===== src/rtl/apb_uart_responder.sv =====
// apb_uart_responder
//   Zero-wait-state APB completer standing in for a UART in the simulation top.
//   A TX FIFO is drained at a fixed pace onto io_uart_out_valid/io_uart_out_ch.
//   The host injects characters into an RX FIFO through rx_in_valid/rx_in_ch.
//   uart_irq is a level interrupt.
// Ports
//   clock, reset             : clock; asynchronous active-low reset
//   uart_p*                  : APB completer (paddr[3:2] decoded, pstrb[0] honoured)
//   uart_prdata              : read data, registered at setup, held through access
//   uart_irq                 : (rx_irq_en & rx_nonempty) | (txempty_irq_en & tx_empty)
//   io_uart_out_valid/_ch    : one-cycle pulse per character leaving the TX FIFO
//   rx_in_valid/rx_in_ch     : host-side RX character push
// Register map (paddr[3:2])
//   0 TXDATA (W)  1 RXDATA (R, pops)  2 STATUS (R)  3 CTRL (RW, bit4 write clears sticky bits)
module apb_uart_responder #(
  parameter int TX_DEPTH = 16,
  parameter int RX_DEPTH = 16,
  parameter int TX_DIV   = 4
) (
  input  logic        clock,
  input  logic        reset,
  input  logic [63:0] uart_paddr,
  input  logic        uart_psel,
  input  logic        uart_penable,
  input  logic        uart_pwrite,
  input  logic [31:0] uart_pwdata,
  input  logic [3:0]  uart_pstrb,
  output logic [31:0] uart_prdata,
  output logic        uart_irq,
  output logic        io_uart_out_valid,
  output logic [7:0]  io_uart_out_ch,
  input  logic        rx_in_valid,
  input  logic [7:0]  rx_in_ch
);

  localparam int TAW = $clog2(TX_DEPTH);
  localparam int RAW = $clog2(RX_DEPTH);
  localparam int PCW = (TX_DIV > 1) ? $clog2(TX_DIV) : 1;
  localparam logic [PCW-1:0] PACE_LAST   = PCW'(TX_DIV - 1);
  localparam logic [TAW:0]   TX_FULL_CNT = (TAW+1)'(TX_DEPTH);
  localparam logic [RAW:0]   RX_FULL_CNT = (RAW+1)'(RX_DEPTH);

  logic [7:0]     tx_mem_q [TX_DEPTH];
  logic [7:0]     tx_mem_d [TX_DEPTH];
  logic [TAW-1:0] tx_rd_q, tx_rd_d, tx_wr_q, tx_wr_d;
  logic [TAW:0]   tx_cnt_q, tx_cnt_d;
  logic [7:0]     rx_mem_q [RX_DEPTH];
  logic [7:0]     rx_mem_d [RX_DEPTH];
  logic [RAW-1:0] rx_rd_q, rx_rd_d, rx_wr_q, rx_wr_d;
  logic [RAW:0]   rx_cnt_q, rx_cnt_d;
  logic [1:0]     ctrl_q, ctrl_d;
  logic           tx_ovf_q, tx_ovf_d, rx_ovr_q, rx_ovr_d;
  logic [PCW-1:0] pace_q, pace_d;
  logic           out_valid_q, out_valid_d;
  logic [7:0]     out_ch_q, out_ch_d;
  logic [31:0]    prdata_q, prdata_d;

  logic        setup, access;
  logic [1:0]  addr;
  logic        tx_full, tx_empty, rx_full, rx_nonempty;
  logic        tx_wr, tx_push, tx_pop, rx_push, rx_pop;
  logic        ctrl_wr, sticky_clr;
  logic [31:0] status, rd_mux;
  logic        unused_bits;

  assign unused_bits = ^{uart_paddr[63:4], uart_paddr[1:0], uart_pstrb[3:1], uart_pwdata[31:8]};

  assign setup       = uart_psel & ~uart_penable;
  assign access      = uart_psel & uart_penable;
  assign addr        = uart_paddr[3:2];
  assign tx_full     = (tx_cnt_q == TX_FULL_CNT);
  assign tx_empty    = (tx_cnt_q == '0);
  assign rx_full     = (rx_cnt_q == RX_FULL_CNT);
  assign rx_nonempty = (rx_cnt_q != '0);

  assign tx_wr      = access & uart_pwrite & (addr == 2'd0) & uart_pstrb[0];
  assign tx_push    = tx_wr & ~tx_full;
  assign tx_pop     = ~tx_empty & (pace_q == PACE_LAST);
  assign rx_push    = rx_in_valid & ~rx_full;
  // Pop only if the value latched at setup actually carried a character.
  assign rx_pop     = access & ~uart_pwrite & (addr == 2'd1) & prdata_q[31];
  assign ctrl_wr    = access & uart_pwrite & (addr == 2'd3) & uart_pstrb[0];
  assign sticky_clr = ctrl_wr & uart_pwdata[4];

  assign status = {26'b0, tx_ovf_q, rx_ovr_q, rx_full, tx_empty, tx_full, rx_nonempty};

  always_comb begin
    rd_mux = '0;
    case (addr)
      2'd1:    rd_mux = rx_nonempty ? {1'b1, 23'b0, rx_mem_q[rx_rd_q]} : 32'h0;
      2'd2:    rd_mux = status;
      2'd3:    rd_mux = {30'b0, ctrl_q};
      default: rd_mux = '0;
    endcase
  end

  always_comb begin
    tx_mem_d = tx_mem_q;
    tx_wr_d  = tx_wr_q;
    tx_rd_d  = tx_rd_q;
    if (tx_push) begin
      tx_mem_d[tx_wr_q] = uart_pwdata[7:0];
      tx_wr_d           = tx_wr_q + TAW'(1);
    end
    if (tx_pop) tx_rd_d = tx_rd_q + TAW'(1);
    tx_cnt_d = tx_cnt_q + (TAW+1)'(tx_push) - (TAW+1)'(tx_pop);

    rx_mem_d = rx_mem_q;
    rx_wr_d  = rx_wr_q;
    rx_rd_d  = rx_rd_q;
    if (rx_push) begin
      rx_mem_d[rx_wr_q] = rx_in_ch;
      rx_wr_d           = rx_wr_q + RAW'(1);
    end
    if (rx_pop) rx_rd_d = rx_rd_q + RAW'(1);
    rx_cnt_d = rx_cnt_q + (RAW+1)'(rx_push) - (RAW+1)'(rx_pop);
  end

  always_comb begin
    // Pacing only runs while there is something to send.
    pace_d = '0;
    if (!tx_empty && pace_q != PACE_LAST) pace_d = pace_q + PCW'(1);
    out_valid_d = tx_pop;
    out_ch_d    = tx_pop ? tx_mem_q[tx_rd_q] : 8'h0;

    ctrl_d = ctrl_wr ? uart_pwdata[1:0] : ctrl_q;
    // Set has priority over a same-cycle clear.
    tx_ovf_d = (tx_wr & tx_full) | (tx_ovf_q & ~sticky_clr);
    rx_ovr_d = (rx_in_valid & rx_full) | (rx_ovr_q & ~sticky_clr);

    prdata_d = '0;
    if (setup)       prdata_d = rd_mux;
    else if (access) prdata_d = prdata_q;
  end

  always_ff @(posedge clock or negedge reset) begin
    if (!reset) begin
      for (int i = 0; i < TX_DEPTH; i++) tx_mem_q[i] <= '0;
      for (int i = 0; i < RX_DEPTH; i++) rx_mem_q[i] <= '0;
      tx_rd_q     <= '0;
      tx_wr_q     <= '0;
      tx_cnt_q    <= '0;
      rx_rd_q     <= '0;
      rx_wr_q     <= '0;
      rx_cnt_q    <= '0;
      ctrl_q      <= '0;
      tx_ovf_q    <= 1'b0;
      rx_ovr_q    <= 1'b0;
      pace_q      <= '0;
      out_valid_q <= 1'b0;
      out_ch_q    <= '0;
      prdata_q    <= '0;
    end else begin
      tx_mem_q    <= tx_mem_d;
      rx_mem_q    <= rx_mem_d;
      tx_rd_q     <= tx_rd_d;
      tx_wr_q     <= tx_wr_d;
      tx_cnt_q    <= tx_cnt_d;
      rx_rd_q     <= rx_rd_d;
      rx_wr_q     <= rx_wr_d;
      rx_cnt_q    <= rx_cnt_d;
      ctrl_q      <= ctrl_d;
      tx_ovf_q    <= tx_ovf_d;
      rx_ovr_q    <= rx_ovr_d;
      pace_q      <= pace_d;
      out_valid_q <= out_valid_d;
      out_ch_q    <= out_ch_d;
      prdata_q    <= prdata_d;
    end
  end

  assign uart_prdata       = prdata_q;
  assign io_uart_out_valid = out_valid_q;
  assign io_uart_out_ch    = out_ch_q;
  assign uart_irq          = (ctrl_q[0] & rx_nonempty) | (ctrl_q[1] & tx_empty);

endmodule


===== config.mk =====
export PLATFORM = sky130hd
export DESIGN_NAME = apb_uart_responder
export DESIGN_NICKNAME = d
export VERILOG_FILES = /design/src/rtl/apb_uart_responder.sv
export SDC_FILE = /design/constraint.sdc
export NUM_CORES = 1
export LEC_CHECK = 0
export ABC_CLOCK_PERIOD_IN_PS = 3200
export BUFFER_PORTS_ARGS = -buffer_cell sky130_fd_sc_hd__buf_2
export CAP_MARGIN = 20
export CORE_MARGIN = 4
export CORE_UTILIZATION = 60
export CTS_BUF_LIST = sky130_fd_sc_hd__clkbuf_2 sky130_fd_sc_hd__clkbuf_4 sky130_fd_sc_hd__clkbuf_8
export CTS_CLUSTER_DIAMETER = 100
export DETAILED_ROUTE_END_ITERATION = 8
export GPL_TIMING_DRIVEN = 0
export PLACE_DENSITY = 0.81
export SYNTH_ARGS = -nofsm -noshare
export SYNTH_HDL_FRONTEND = slang
export SYNTH_SLANG_ARGS = --single-unit
export TNS_END_PERCENT = 100

===== constraint.sdc =====
create_clock -name clock -period 3.2 [get_ports clock]
set_input_delay 0.96 -clock clock [delete_from_list [all_inputs] [get_ports clock]]
set_output_delay 0.96 -clock clock [all_outputs]
set_load 0.02 [all_outputs]

==> results.cfg <==
[power]
ir_drop_mv = 0.5741
power_per_cell_area_mw_per_mm2 = 780.2
p_leak_nw = 7.466

[layout]
num-fill-cells = 1665
register_area_sq_mm = 0.007657
layout.nets = 1202
drive_gt1_frac = 0.4858
area_growth_pct = 12.57
multi_input_area_sq_mm = 0.006306
stdcell_area_sq_mm = 0.01617
diodes = 0

[timing]
max_slew_margin = 0.4843
tightest_slew_ns = 0.7735
skew_ns = 0.01825
setup_viol = 0
setup_ws_ns = 0.1667
period_needed_ns = 3.033
finalCritPeriodShare = 0.9479
rsz0062_at_grt = false
finalMaxSlewViolations = 0
hold_viol_final = 0
hold_slack_ns = 0.3517
timing.fmax_ghz = 0.3297

[placement]
place_area_sq_mm = 0.01512
port_buffers = 42
place_ws_ns = -0.3046
gp_congestion = 0.8203
dp_hpwl_microns = 20820

[global_route]
groute.usage.overall = 0.2414
grt_max_degree = 124
gr-total-overflow = 0
grt_pass1_vias = 8854
grt_pass1_wl_microns = 49430
antenna_found_initial = 2

[route]
dr.pass1.iters = 5
wirelength_microns = 30920
wl_per_cell_microns = 21.87
remaining_drc_errors = 0
drt_iter0_drc = 481
via_per_inst = 5.892
vias = 8331
detail-route-antenna-nets = 0

[logic_synthesis]
yosys-top-cells-count = 306 x dfrtp_1, 261 x mux2_2, 64 x mux4_2, 28 x clkbuf_1, 26 x buf_4
synth_largest_area_cell = dfrtp_1
synth_compound_area_frac = 0.02273
synth_area_sq_mm = 0.01437
synthTopCellsByArea = dfrtp_1 53%, mux2_2 20%, mux4_2 10%
ys_seq_elements = 306
synth_async_sr_flop_share = 1.000
synth_edf_count = 0
syn_inst = 947
synth.top_cell.area_share = 0.5331
synth_xor_area_frac = 0.01219
post-synth-top-count-cell = dfrtp_1
synthFlopType = dfrtp_1
synth.distinct_cells = 51
muxShareOfSynthArea = 0.3212
ys_seq_area_frac = 0.5331
syn_avg_cell_area_sq_um = 15.17
ys_warn_count = 0
synth_top_family_by_area = multiplexers
synth_adder_area_share = 0.02282
yosys.area_share.simple = 0.05243

[clock_tree]
cts_root_buf = clkbuf_8
ctsHoldBuffers = 0
numCtsBuffers = 48
cts_sinks = 306
insertion_delay_ns = 0.57
htreeDepth = 2
clock_path_buffers = 3
clkTransAtPathRegs_ns = 0.06
cts_tree = built

[floorplanning]
die-area_sq_mm = 0.02648
pin_count = 156
core_area_sq_mm = 0.02354
initial_core_util = 0.6102
die_x_microns = 162.7
rows = 56
die_h_microns = 162.7

[worst_setup_path]
crit_fanout = 3
crit_start = rx_cnt_q[2]
crit_path_end_kind = output port
required_ns = 2.24
path_class = reg2out
timing.rr.start = tx_cnt_q[3]
critPathLaunchType = flop
cp_data_arrival_time_ns = 2.07

[run]
drv_cap = 0

[status]
status = complete, no violations

[hold_path]
holdCritPathClass = in2async
[layout by cell type (no fill, tap or decap), types with 5 or more instances in the layout]
cell	Yosys	layout
mux4_2	64	64
clkbuf_4	0	11
nand3_1	10	10
mux2_2	261	261
nor2_2	9	9
nand2_1	17	17
nand3_2	7	7
xor2_1	5	5
inv_1	24	24
conb_1	1	23
buf_2	18	58
dfrtp_1	306	306
nand4_1	6	6
mux2i_1	20	20
xnor2_1	15	15
clkbuf_1	28	27
clkinv_2	0	5
buf_4	26	28
ha_1	23	22
a211oi_1	16	16
buf_1	7	7
nor2b_1	11	11
clkbuf_8	0	63
a21oi_1	6	6
o21ai_0	6	6
[path summary, 6_finish.rpt]
check / to / slack [ns] / cells after the start
max: uart_irq / 0.17 / 5
min: tx_mem_q[59] / 0.35 / 1
max reg2reg: tx_cnt_q[4] / 0.30 / 14
min reg2reg: pace_q[0] / 0.45 / 1
max in group asynchronous: rx_mem_q[101] / 1.84 / 2
min in group clock: pace_q[0] / 0.45 / 1
[stage by stage]
stage	utilization	cells	power [mW]	TNS, ns
CTS	0.6866	1415	12.67	0
global placement	0.6396	1330	8.967	-1374.69
detailed placement	0.6423	1332	9.183	-0.6717
finish	0.6869	1414	12.62	0
floorplan	-	969	8.210	0
global route	0.6869	1414	13.31	0
[registers in the layout, indices dropped and copies added (netlist names)]
register	count
io_uart_out_ch	8
tx_cnt_q	5
rx_rd_q	4
uart_prdata	9
rx_ovr_q	1
tx_mem_q	128
tx_wr_q	4
ctrl_q	2
pace_q	2
tx_rd_q	4
tx_ovf_q	1
rx_cnt_q	5
rx_mem_q	128
io_uart_out_valid	1
rx_wr_q	4
[routing by layer]
layer	GRT usage	up-vias	wire [microns]
li1	-	3679	-
met1	0.3173	4344	12750
met2	0.4109	231	15660
met3	0.04050	73	1477
met4	0.08616	4	1022
met5	0	-	15
[cell type report]
cell class | instances | share of cell area
Tap cell | 319 | 0.02468
Clock buffer | 74 | 0.05873
Timing Repair Buffer | 45 | 0.01764
Clock inverter | 8 | 0.004333
Buffer | 78 | 0.02553
Inverter | 24 | 0.005571
Sequential cell | 306 | 0.4735
Multi-Input combinational cell | 560 | 0.3900
[logic make-up after synthesis]
kind of cell,after synthesis
compound gates,46
buf+inv,103
fa+ha+maj,25
other cells,1
mux,348
flops,306
simple gates,98
xor+xnor,20
[critical path, cell delays in order (launching register included)]
cell	delay (ns)
dfrtp_1	0.38
inv_1	0.09
ha_2	0.20
or4b_4	0.46
a22o_1	0.22
buf_4	0.16
[report_power, final]
group	leakage (nW)	switching (mW)	internal (mW)
clock network	0.538	1.49	1.96
logic	2.92	1.76	1.91
registers	4.00	0.563	4.94
[what timing repair did]
| item | CTS | global route |
|---|---|---|
| endpoints found under the hold margin | 0 | 0 |
| setup endpoints to repair | 2 | 1 |
| resized for setup | 4 | 2 |
| setup buffers | 1 | 0 |
| pin swaps | 1 | 0 |
Note: power is estimated with default switching activity, not from simulation.
